File: src/rtl/branch_buffered.sv
// branch_buffered: joins a data token with a condition token and routes the data to trueOut or falseOut.
// Each output side has its own 2-entry buffer, so no input ready depends on a downstream ready.
// Ports: clk, rst (async active-low) | condition/condition_valid/condition_ready |
//        data/data_valid/data_ready | trueOut/_valid/_ready | falseOut/_valid/_ready
module branch_buffered #(
  parameter int DATA_WIDTH = 32
) (
  input  logic                  clk,
  input  logic                  rst,
  input  logic                  condition,
  input  logic                  condition_valid,
  output logic                  condition_ready,
  input  logic [DATA_WIDTH-1:0] data,
  input  logic                  data_valid,
  output logic                  data_ready,
  output logic [DATA_WIDTH-1:0] trueOut,
  output logic                  trueOut_valid,
  input  logic                  trueOut_ready,
  output logic [DATA_WIDTH-1:0] falseOut,
  output logic                  falseOut_valid,
  input  logic                  falseOut_ready
);
  logic [1:0]            w_space, w_valid, w_ready, w_push;
  logic [DATA_WIDTH-1:0] w_out [2];
  logic                  w_fire;
  assign w_ready = {trueOut_ready, falseOut_ready};
  // space comes from registered counts only: a pop at TWO never frees room in the same cycle
  assign w_fire = condition_valid & data_valid & (condition ? w_space[1] : w_space[0]);
  assign condition_ready = !condition_valid | w_fire;
  assign data_ready = !data_valid | w_fire;
  for (genvar s = 0; s < 2; s++) begin : g_side
    logic [DATA_WIDTH-1:0] r_slot [2];
    logic                  r_head, r_tail, w_pop;
    logic [1:0]            r_cnt;
    assign w_space[s] = r_cnt != 2'd2;
    assign w_valid[s] = r_cnt != 2'd0;
    assign w_push[s] = w_fire & (condition == 1'(s));
    assign w_pop = w_valid[s] & w_ready[s];
    assign w_out[s] = r_slot[r_head];
    always_ff @(posedge clk or negedge rst)
      if (!rst) begin
        r_slot[0] <= '0;
        r_slot[1] <= '0;
        r_head <= 1'b0;
        r_tail <= 1'b0;
        r_cnt <= 2'd0;
      end else begin
        if (w_push[s]) begin
          r_slot[r_tail] <= data;
          r_tail <= !r_tail;
        end
        if (w_pop) r_head <= !r_head;
        r_cnt <= (w_push[s] && !w_pop) ? r_cnt + 2'd1 :
                 (!w_push[s] && w_pop) ? r_cnt - 2'd1 : r_cnt;
      end
  end
  assign trueOut = w_out[1];
  assign falseOut = w_out[0];
  assign trueOut_valid = w_valid[1];
  assign falseOut_valid = w_valid[0];
endmodule

File: config.mk
export PLATFORM = sky130hd
export DESIGN_NAME = branch_buffered
export DESIGN_NICKNAME = d
export VERILOG_FILES = /design/src/rtl/branch_buffered.sv
export SDC_FILE = /design/constraint.sdc
export NUM_CORES = 1
export LEC_CHECK = 0
export CORE_MARGIN = 10
export CORE_UTILIZATION = 53
export DETAILED_ROUTE_END_ITERATION = 16
export PLACE_DENSITY = 0.91
export SKIP_LAST_GASP = 1
export SLEW_MARGIN = 20
export SYNTH_ARGS = -nofsm -noshare
export SYNTH_HDL_FRONTEND = slang
export SYNTH_SLANG_ARGS = --single-unit
File: constraint.sdc
create_clock -name clk -period 2.49 [get_ports clk]
set_clock_uncertainty 0.15 [all_clocks]
set_input_delay 0.6225 -clock clk [delete_from_list [all_inputs] [get_ports clk]]
set_output_delay 0.6225 -clock clk [all_outputs]
set_load 0.02 [all_outputs]
### Word level (Yosys, flattened, before mapping)

Index checks and enable logic that the tools add are counted.
W data, S select, Z words.

| storage, ports and cells | value |
|---|---|
| output and inout port bits | 68 |
| bits of input ports | 39 |
| word-level logic and storage cells | 72 |
| bits in registers | 136 |

| operators by class | value |
|---|---|
| reductions and logical operators | 20 |
| add/sub/neg operators | 4 |
| equality and inequality tests | 2 |
| magnitude comparators | 6 |
| muxes and demuxes | 17 |
| bitwise logic cells | 13 |

Operator list:

| cell | count |
|---|---|
| $mux W32 | 8 |
| $bwmux W64 | 2 |
| $demux W32 S1 | 2 |
| $logic_not A1 Y1 | 10 |
| $ge A2 B2 Y1 const B | 4 |
| $mux W2 | 4 |
| $not A1 Y2 | 4 |
| $reduce_bool A2 Y1 | 4 |
| $and A1 B1 Y1 | 6 |
| $logic_and A1 B1 Y1 | 6 |
| $add A2 B1 Y2 const B | 2 |
| $lt A2 B1 Y1 const B | 2 |
| $ne A2 B2 Y1 const B | 2 |
| $sub A2 B1 Y2 const B | 2 |
| $or A1 B1 Y1 | 2 |
| $mux W1 | 1 |
| $not A1 Y1 | 1 |

### Longest topological paths before layout

Gate-level depths: netlist of the first run.

| depth | value |
|---|---|
| depth in word-level cells | 8 |
| mapped depth | 6 |

### Worst setup path before layout of the first run

No wires, ideal clock.

| timing | value |
|---|---|
| path kind | input-to-output |
| from | input port condition |
| to | output port condition_ready |
| arrival time | 1.421 ns |
| cell stages on the path | 2 |
| data required time | 1.717 ns |
| setup slack | 0.296 ns |
| cell sequence | mux2_2 o21ai_0 |

| between the ends | value |
|---|---|
| longest elaborated chain between the ends | 3 |

RTL lines:

| item | line | text |
|---|---|---|
| start: declaration | 10 | `input logic condition,` |
| $mux W1 | 28 | `assign w_fire = condition_valid & data_valid & (condition ? w_space[1] : w_space[0]);` |
| $and A1 B1 Y1 | 28 |  |
| $or A1 B1 Y1 | 29 | `assign condition_ready = !condition_valid \| w_fire;` |
| end: declaration | 12 | `output logic condition_ready,` |

No other way between the ends.

### Final worst setup path of the first run

| timing | value |
|---|---|
| from | register g_side[1].r_head |
| to | output port trueOut[29] |

| between the ends | value |
|---|---|
| longest elaborated chain between the ends | 4 |

RTL lines:

| item | line | text |
|---|---|---|
| start: declaration | 33 | `logic r_head, r_tail, w_pop;` |
| start signal: assignment | 52 | `if (w_pop) r_head <= !r_head;` |
| $not A1 Y2 (implied by the code) | 39 | `assign w_out[s] = r_slot[r_head];` |
| $mux W32 (implied by the code) (3 in a row) | 39 |  |
| end: declaration | 16 | `output logic [DATA_WIDTH-1:0] trueOut,` |

No other way between the ends. The select of a mux whose other input is x is not followed.

==> results of run 1 <==
[worst max-delay path by stage]
stage / startpoint / to / slack, ps
2_1_floorplan: condition / condition_ready / 300
3_3_place_gp: condition / data_ready / -500
3_5_place_dp: condition / condition_ready / -570
4_1_cts: g_side[1].r_head / trueOut[0] / -100
5_1_grt: g_side[1].r_head / trueOut[29] / -50
6_report: g_side[1].r_head / trueOut[29] / -10
[worst reg2reg max path: stages (launching register included)]
cell,delay (ps)
dfrtp_1,390
nor2b_1,150
buf_4,150
or4_2,560
buf_4,270
mux2_4,340
[power by group through the flow]
stage	logic [mW]	registers, mW	clock network [mW]
after detailed placement	5.90	3.98	0
after CTS	5.36	3.97	2.31
after global placement	5.75	3.85	0
after floorplan	3.57	3.71	0
after global routing	5.70	4.09	2.40
final	5.34	3.96	2.27
[logic make-up (layout without fill, tap and decap cells)]
| kind of cell | after synthesis | count (layout) | share of synthesized area |
|---|---|---|---|
| compound gates | 2 | 2 | 0.00166 |
| xor+xnor | 10 | 10 | 0.0145 |
| simple gates | 16 | 16 | 0.0182 |
| fa+ha+maj | 2 | 2 | 0.00414 |
| buf+inv | 23 | 164 | 0.0201 |
| flops | 136 | 136 | 0.563 |
| mux | 193 | 193 | 0.378 |
[per-stage QoR]
stage	TNS [ps]	total power [mW]	std cells	setup WS, ps	utilization
6_report	-13.8	11.6	663	-13.8	0.717
5_1_grt	-455	12.2	663	-49.4	0.717
4_1_cts	-99.2	11.6	660	-99.2	0.714
3_5_place_dp	-18010	9.87	628	-567	0.676
3_3_place_gp	-13220	9.60	628	-502	0.676
2_1_floorplan	0	7.28	382	296	-
[timing repair]
item                       in CTS  in global routing
pin swaps                       1                  0
setup endpoints to repair      68                 11
buffers inserted                2                  3
hold endpoints to repair       31                  0
hold buffers                    1                  0
gates resized for setup       134                 12
[synthesized netlist by cell type, drive strengths merged]
library cell    n  area, um2
mux2          193       2290
dfrtp         136       3400
buf            13       83.8
clkbuf          8       30.0
xor2            6       52.6
nand2           4       17.5
xnor2           4       35.0
ha              2       25.0
inv             2       7.51
nor2            2       7.51
nor2b           2       12.5
nor3            2       15.0
nor4b           2       30.0
o21ai           2       10.0
or2             2       12.5
nor3b           1       7.51
or4             1       7.51
[metal layers]
| metal | wire length (um) | GRT usage |
|---|---|---|
| met1 | 5810 | 0.206 |
| met2 | 7470 | 0.312 |
| met3 | 733 | 0.0546 |
| met4 | 196 | 0.0683 |
| met5 | 0 | 0 |
[flip-flops by register name, indices dropped and copies added (netlist names)]
name and cells:
g_side.r_cnt 4, g_side.r_head 2, g_side.r_slot 128, g_side.r_tail 2
[layout by cell type (no fill, tap or decap), types with 2 or more instances in the layout]
cell / n
buf_4: 19
nand2_1: 3
mux2_2: 158
clkbuf_1: 3
dfrtp_1: 135
buf_12: 8
clkdlybuf4s50_1: 36
dlygate4sd2_1: 40
xnor2_1: 4
buf_2: 20
nor4b_4: 2
or2_2: 2
nor2_1: 2
mux2_4: 31
xor2_1: 6
mux2_1: 4
clkbuf_16: 17
ha_1: 2
clkdlybuf4s15_1: 7
inv_1: 2
clkinv_2: 3
clkbuf_8: 6
nor2b_1: 2
[layout make-up]
cell class | instances | area share
well taps | 140 | 0.0222
clock buffers | 26 | 0.0659
flip-flops and latches | 136 | 0.432
repair buffers | 133 | 0.154
inverters | 2 | 0.000953
multi-input cells | 223 | 0.323
clock inverters | 3 | 0.00191
==> impl_metrics.toml, run 1 <==
[critical_path]
timing.rr.end = "g_side[0].r_slot[46]"
cpLargestDelayFamily = "buffers and inverters"
cp_slowest_stage_delay_ps = 410
startpoint_type = "register"
crit_cells = 4
r2r_slack_ps = 360
end_kind = "output port"
crit_chain = "buf_12 -> buf_12 -> mux2_2 -> dlygate4sd2_1"
path_class = "register to output port"
reg2reg_depth = 5
arrival_ps = 1730
critPathBufInv = 3
r2r_start = "g_side[0].r_cnt[1]"
crit_top_cell = "buf_12"
cp.required_ps = 1720
cp_slowest_cell = "dfrtp_2"
cp_max_fo = 6

[pwr]
sequentialPowerShare = 0.342
pwr-share-comb = 0.461
switching_power_mw = 4.04
p_int_mw = 7.54
p_per_area_nw_per_um2 = 1470
clkPwrFrac = 0.196
power_leakage_nw = 3.64
sw_frac_of_total = 0.349
vdd.ir_drop.worst_uv = 738

[placed_design]
portBuffers = 106
hpwlAfterDp_um = 9770
postPlaceCellArea_um2 = 7430
place_congestion = 0.743

[detailed_routing]
wl_per_cell_um = 21.4
firstDrtPassIters = 4
drc = 0
ant_nets = 0
drt_wl_total_um = 14200
num_vias = 3652
drt_iter0_markers = 163
via_per_inst = 5.51

[run_status]
outcome = "complete, but fails checks"
violations = "setup timing"

[final_layout]
antenna_cells = 0
design_area_um2 = 7880
drive_gt1_frac = 0.520
area_growth_pct = 30.4
multi_input_area_um2 = 2550
num-nets-final = 554
fillers = 718
regArea_um2 = 3400

[grt]
gr-total-overflow = 0
grt_pass1_vias = 4270
grt_max_degree = 57
grt_antenna_before_repair = 0
grt_pass1_wl_um = 23000
grtUsageTotal = 0.181

[job]
maxCapViolations = 0

[yosys]
ys_seq_elements = 136
yosys_warnings = 0
synthesis.nets = 423
ys_types = 22
synthCells = 382
syn_area_per_cell_um2 = 15.8
syn_area_um2 = 6040
ys_seq_area_frac = 0.563

[min_path]
min-delay-start = "g_side[0].r_cnt[1]"
hp-class = "register to register"
hold_path_end = "g_side[0].r_cnt[1]"
min_path_cells = 1

[clocking]
clk_latency_ps = 410
clockRootBuffer = "clkbuf_16"
clock-sinks = 136
h-tree-depth = 4
cts_inserted_buffers = 17
cts.path.max_buffers = 2
clkTransAtPathRegs_ps = 50
cts_tree = "built"

[sta]
whs_ps = 332
fin_ws_ps = -13.8
final_max_slew_viol_count = 0
fmax_mhz = 399
fin_crit_sh = 1.01
slew_headroom = 0.697
worst-slew-pin-transition_ps = 454
final-setup-viol-count = 1
min_period_ps = 2500
rsz0062_at_grt = "yes"
hold_viol = 0

[die]
core_area_um2 = 11000
dieArea_um2 = 16100
die_h_um = 127
start_util = 0.550
die_w_um = 127
ios = 107
rows = 38
Note: power is estimated with default switching activity, not from simulation.
==> run 2, diff against run 1 <==
Settings changed: CTS_CLUSTER_SIZE set to 14, SETUP_SLACK_MARGIN set to 0.3.
==> run 2 against run 1 <==
  * The run now ends clean
  * Hold slack improved by 3.9 ps
  * Critical path depth is the same
  * Worst setup slack better by 73 ps
  * Combinational power rose by 32%
  * Sequential power increased by 2%
  * Maximum frequency increased by 3.0%
  * Clock power hardly changed
  * Utilization up 6.0 points
  * Die area is the same
  * Non-clock buffer count is 21 higher
  * Register-to-register slack better by 140 ps
  * Global-route usage rose by 1.1 points
==> impl_metrics.toml, run 2 (synthesis gave the netlist of run 1 again) <==
[run_status]
outcome = "completed"

[sta]
final_max_slew_viol_count = 0
rsz0062_at_grt = "yes"
final-setup-viol-count = 0
slew_headroom = 0.698
whs_ps = 336
tns_ps = 0
fin_crit_sh = 0.976
min_period_ps = 2430
fmax_mhz = 411
worst-slew-pin-transition_ps = 453
hold_viol = 0

[critical_path]
timing.rr.end = "g_side[0].r_slot[62]"
cp.required_ps = 1720
arrival_ps = 1660
end_kind = "output port"
startpoint_type = "register"
r2r_start = "g_side[0].r_cnt[1]"
r2r_slack_ps = 500
path_class = "register to output port"
cp_max_fo = 8
reg2reg_depth = 5

[final_layout]
area_growth_pct = 41.2
fillers = 602
largest_reg_flops = 128
antenna_cells = 0
drive_gt1_frac = 0.632
reg_top3 = "g_side.r_slot (128), g_side.r_cnt (4)"
num-nets-final = 575
final_common_cell = "dfrtp_1"
final_cell_mix = "dfrtp_1 (134), mux2_2 (119), mux2_4 (70), buf_6 (59), clkdlybuf4s50_1 (34)"
top_register = "g_side.r_slot"

[die]
core_area_um2 = 11000
dieArea_um2 = 16100
ios = 107
start_util = 0.550
die_w_um = 127
die_h_um = 127
rows = 38

[detailed_routing]
wl_per_cell_um = 23.1
num_vias = 3797
drt_wl_total_um = 15800
drt_iter0_markers = 174
firstDrtPassIters = 4
ant_nets = 0
drc = 0
via_per_inst = 5.55

[pwr]
p_per_area_nw_per_um2 = 1570
power_mw = 13.4
power_leakage_nw = 4.02
vdd.ir_drop.worst_uv = 947

[min_path]
hold_path_end = "g_side[1].r_slot[6]"
min-delay-start = "g_side[1].r_slot[6]"
min_path_cells = 1
hp-class = "register to register"

[clocking]
cts_inserted_buffers = 17
clkTransAtPathRegs_ps = 50
clock-sinks = 136
h-tree-depth = 4
cts_tree = "built"
cts.path.max_buffers = 2
clk_latency_ps = 420
clockRootBuffer = "clkbuf_16"

[grt]
grt_pass1_wl_um = 24200
grtUsageTotal = 0.192
grt_antenna_before_repair = 0
gr-total-overflow = 0
grt_pass1_vias = 4364
gr-usage-met3 = 0.0537
top_usage_layer = "met2"
met2_usage = 0.326
use_met1 = 0.223
grt_max_degree = 57

[placed_design]
portBuffers = 106
place_congestion = 0.743
hpwlAfterDp_um = 9770

[job]
maxCapViolations = 0
-- run 2: cell types whose count changed in the layout (fill, tap and decap cells not counted), sizes merged --
| cell | delta |
|---|---|
| clkdlybuf4s15 | -3 |
| clkbuf | +2 |
| buf | +60 |
| clkdlybuf4s50 | -2 |
| dlygate4sd2 | -37 |
| bufbuf | +1 |
-- run 2: where the power goes --
group	switching [mW]	internal [mW]
sequential	0.711	3.33
clock	0.890	1.41
combinational	2.94	4.09
-- run 2: worst max path at each step --
stage	slack [ps]	to	startpoint
after global routing	40	trueOut[8]	g_side[1].r_head
after floorplan	300	condition_ready	condition
after CTS	50	trueOut[8]	g_side[1].r_head
final	60	trueOut[14]	g_side[1].r_head
after global placement	-500	data_ready	condition
after detailed placement	-570	condition_ready	condition
-- run 2: cell type report --
cell class,count,area [um2],area share
repair buffers,154,1690,0.198
clock buffers,26,519,0.0608
clock inverters,3,15.0,0.00176
inverters,2,7.51,0.000880
flip-flops and latches,136,3410,0.399
multi-input cells,223,2720,0.319
well taps,140,175,0.0205
-- run 2: repair_timing --
| item | in CTS | in global routing |
|---|---|---|
| endpoints found under the setup margin | 105 | 67 |
| hold buffers | 1 | 0 |
| buffers inserted | 9 | 10 |
| gates resized for setup | 330 | 105 |
| cloned | 4 | 3 |
| pin swaps | 0 | 1 |
| endpoints found under the hold margin | 31 | 0 |
-- run 2: through the flow --
| step | setup WS, ps | cell area, um2 | util | std cells |
|---|---|---|---|---|
| 2_1_floorplan | 296 | 6040 | - | 382 |
| 3_3_place_gp | -502 | 7430 | 0.676 | 628 |
| 3_5_place_dp | -567 | 7430 | 0.676 | 628 |
| 4_1_cts | 48.0 | 8190 | 0.746 | 671 |
| 5_1_grt | 35.5 | 8540 | 0.777 | 684 |
| 6_report | 58.9 | 8540 | 0.777 | 684 |
-- run 2: per-layer routing --
metal  routed length [um]  up-vias
met1                 6570     1994
met4                  293        0
li1                     -     1674
met5                    0        -
met2                 8230      101
met3                  723       28
-- run 2: critical path, stage by stage, from the launching register on --
cell and delay (ps):
dfrtp_2 450, buf_4 150, buf_12 140, mux2_2 360, buf_6 140
==> run 3, diff against run 2 <==
Settings changed: CORE_UTILIZATION 53 to 55, PLACE_DENSITY 0.91 to 0.94.
Clock period 2.49 ns to 3 ns, I/O delays scaled along.
==> run 3 against run 2 <==
  * Non-clock buffer count fell by 19
  * Design area fell by 7.7%
  * Combinational power fell by 37%
  * Clock power fell by 4%
  * Via count fell by 5.9%
  * Flip-flop and latch count did not move
  * Wire length fell by 11%
  * Worst setup slack improved by 240 ps
  * Total power fell by 26%
  * Cell count fell by 2.5%
  * Highest routed layer unchanged
==> impl_metrics.toml, run 3 (synthesis gave the netlist of run 1 again) <==
[run_status]
outcome = "completed"

[pwr]
p_per_area_nw_per_um2 = 1260
switching_power_mw = 3.40
sw_frac_of_total = 0.343
power_leakage_nw = 3.65
power_mw = 9.90
p_int_mw = 6.51
sequentialPowerShare = 0.332
clkPwrFrac = 0.223
pwr-share-comb = 0.445
vdd.ir_drop.worst_uv = 686

[sta]
worst-slew-pin-transition_ps = 408
tns_ps = 0
fmax_mhz = 370
rsz0062_at_grt = "yes"
final_max_slew_viol_count = 0
hold_viol = 0
slew_headroom = 0.728
min_period_ps = 2700
fin_crit_sh = 0.900
final-setup-viol-count = 0

[detailed_routing]
num_vias = 3573
firstDrtPassIters = 5
wl_per_cell_um = 21.2
drt_wl_total_um = 14100
drc = 0
drt_iter0_markers = 218
via_per_inst = 5.36
ant_nets = 0

[critical_path]
cp.required_ps = 2100
cp_slowest_stage_delay_ps = 380
crit_chain = "buf_4 -> buf_4 -> mux2_2 -> clkdlybuf4s15_1"
r2r_slack_ps = 940
arrival_ps = 1800
cp_max_fo = 8
timing.rr.end = "g_side[0].r_slot[55]"
cpLargestDelayFamily = "buffers and inverters"
crit_top_cell = "buf_4"
r2r_start = "g_side[0].r_cnt[1]"
endpoint = "falseOut[21]"
crit_cells = 4
startpoint_type = "register"
critPathBufInv = 3
cp_slowest_cell = "dfrtp_2"
end_kind = "output port"
reg2reg_depth = 4
path_class = "register to output port"
startpoint = "g_side[0].r_head"

[grt]
grt_pass1_wl_um = 23100
gr-total-overflow = 0
grt_antenna_before_repair = 0
grt_max_degree = 65
grt_pass1_vias = 4190
grtUsageTotal = 0.183

[final_layout]
largest_reg_flops = 128
top_register = "g_side.r_slot"
drive_gt1_frac = 0.590
num-nets-final = 556
reg_top3 = "g_side.r_slot (128), g_side.r_cnt (4)"
antenna_cells = 0
area_growth_pct = 30.4
final_common_cell = "mux2_2"
final_cell_mix = "mux2_2 (159), dfrtp_1 (134), clkdlybuf4s50_1 (36), mux2_4 (30), clkbuf_2 (30)"
fillers = 673

[clocking]
clock-sinks = 136
cts_tree = "built"
clockRootBuffer = "clkbuf_8"
h-tree-depth = 4
cts_inserted_buffers = 17
cts.path.max_buffers = 2
clkTransAtPathRegs_ps = 60
clk_latency_ps = 510

[placed_design]
place_congestion = 0.760
hpwlAfterDp_um = 9530
portBuffers = 106

[die]
core_area_um2 = 10800
die_h_um = 125
die_w_um = 125
rows = 38
dieArea_um2 = 15600
start_util = 0.560
ios = 107

[job]
maxCapViolations = 0

[min_path]
hp-class = "register to register"
## run 3: power by group through the flow
stage	Clock (mW)	Sequential, mW	Combinational (mW)
2_1_floorplan	0	3.08	2.96
3_3_place_gp	0	3.20	4.65
3_5_place_dp	0	3.30	4.78
4_1_cts	2.23	3.29	4.63
5_1_grt	2.31	3.40	4.69
6_report	2.21	3.29	4.41
## run 3: metrics by stage
step                instance area (um2)  hold WS, ps   util  worst slack [ps]  cells
finish                             7880          340  0.730               300    667
global route                       7880          351  0.730               233    667
CTS                                8080          335  0.749               218    665
detailed placement                 7360          323  0.682              -286    626
global placement                   7360          314  0.682              -244    626
floorplan                          6040          297      -               551    382
## run 3: worst min path at each step
stage                     cells past startpoint           startpoint  slack [ps]             endpoint
after floorplan                               0                  rst         300   g_side[0].r_cnt[0]
after detailed placement                      1   g_side[0].r_cnt[1]         320   g_side[0].r_cnt[1]
after CTS                                     1   g_side[0].r_cnt[1]         340   g_side[0].r_cnt[1]
after global placement                        1  g_side[1].r_slot[6]         310  g_side[1].r_slot[6]
final                                         1   g_side[0].r_cnt[1]         340   g_side[0].r_cnt[1]
after global routing                          1   g_side[1].r_cnt[1]         350   g_side[1].r_cnt[1]
## run 3: cell type report
type,instances,area [um2],area share
inverter,2,7.51,0.000952
multi-input combinational,223,2550,0.324
timing repair buffer,135,1100,0.140
clock inverter,7,138,0.0175
sequential,136,3410,0.432
clock buffer,24,500,0.0635
tap,140,175,0.0222
## run 3: layer usage
layer	share of wire	global-route usage	vias up
li1	-	-	1639
met1	0.43	0.216	1846
met2	0.52	0.316	76
met3	0.038	0.0519	12
met4	0.011	0.0522	0
met5	0	0	-
## run 3: repair_timing
action | CTS | global route
setup buffers | 6 | 2
gates resized for setup | 134 | 82
endpoints found under the hold margin | 23 | 0
cloned | 1 | 0
hold buffers | 1 | 0
setup endpoints to repair | 68 | 64
pin swaps | 0 | 0
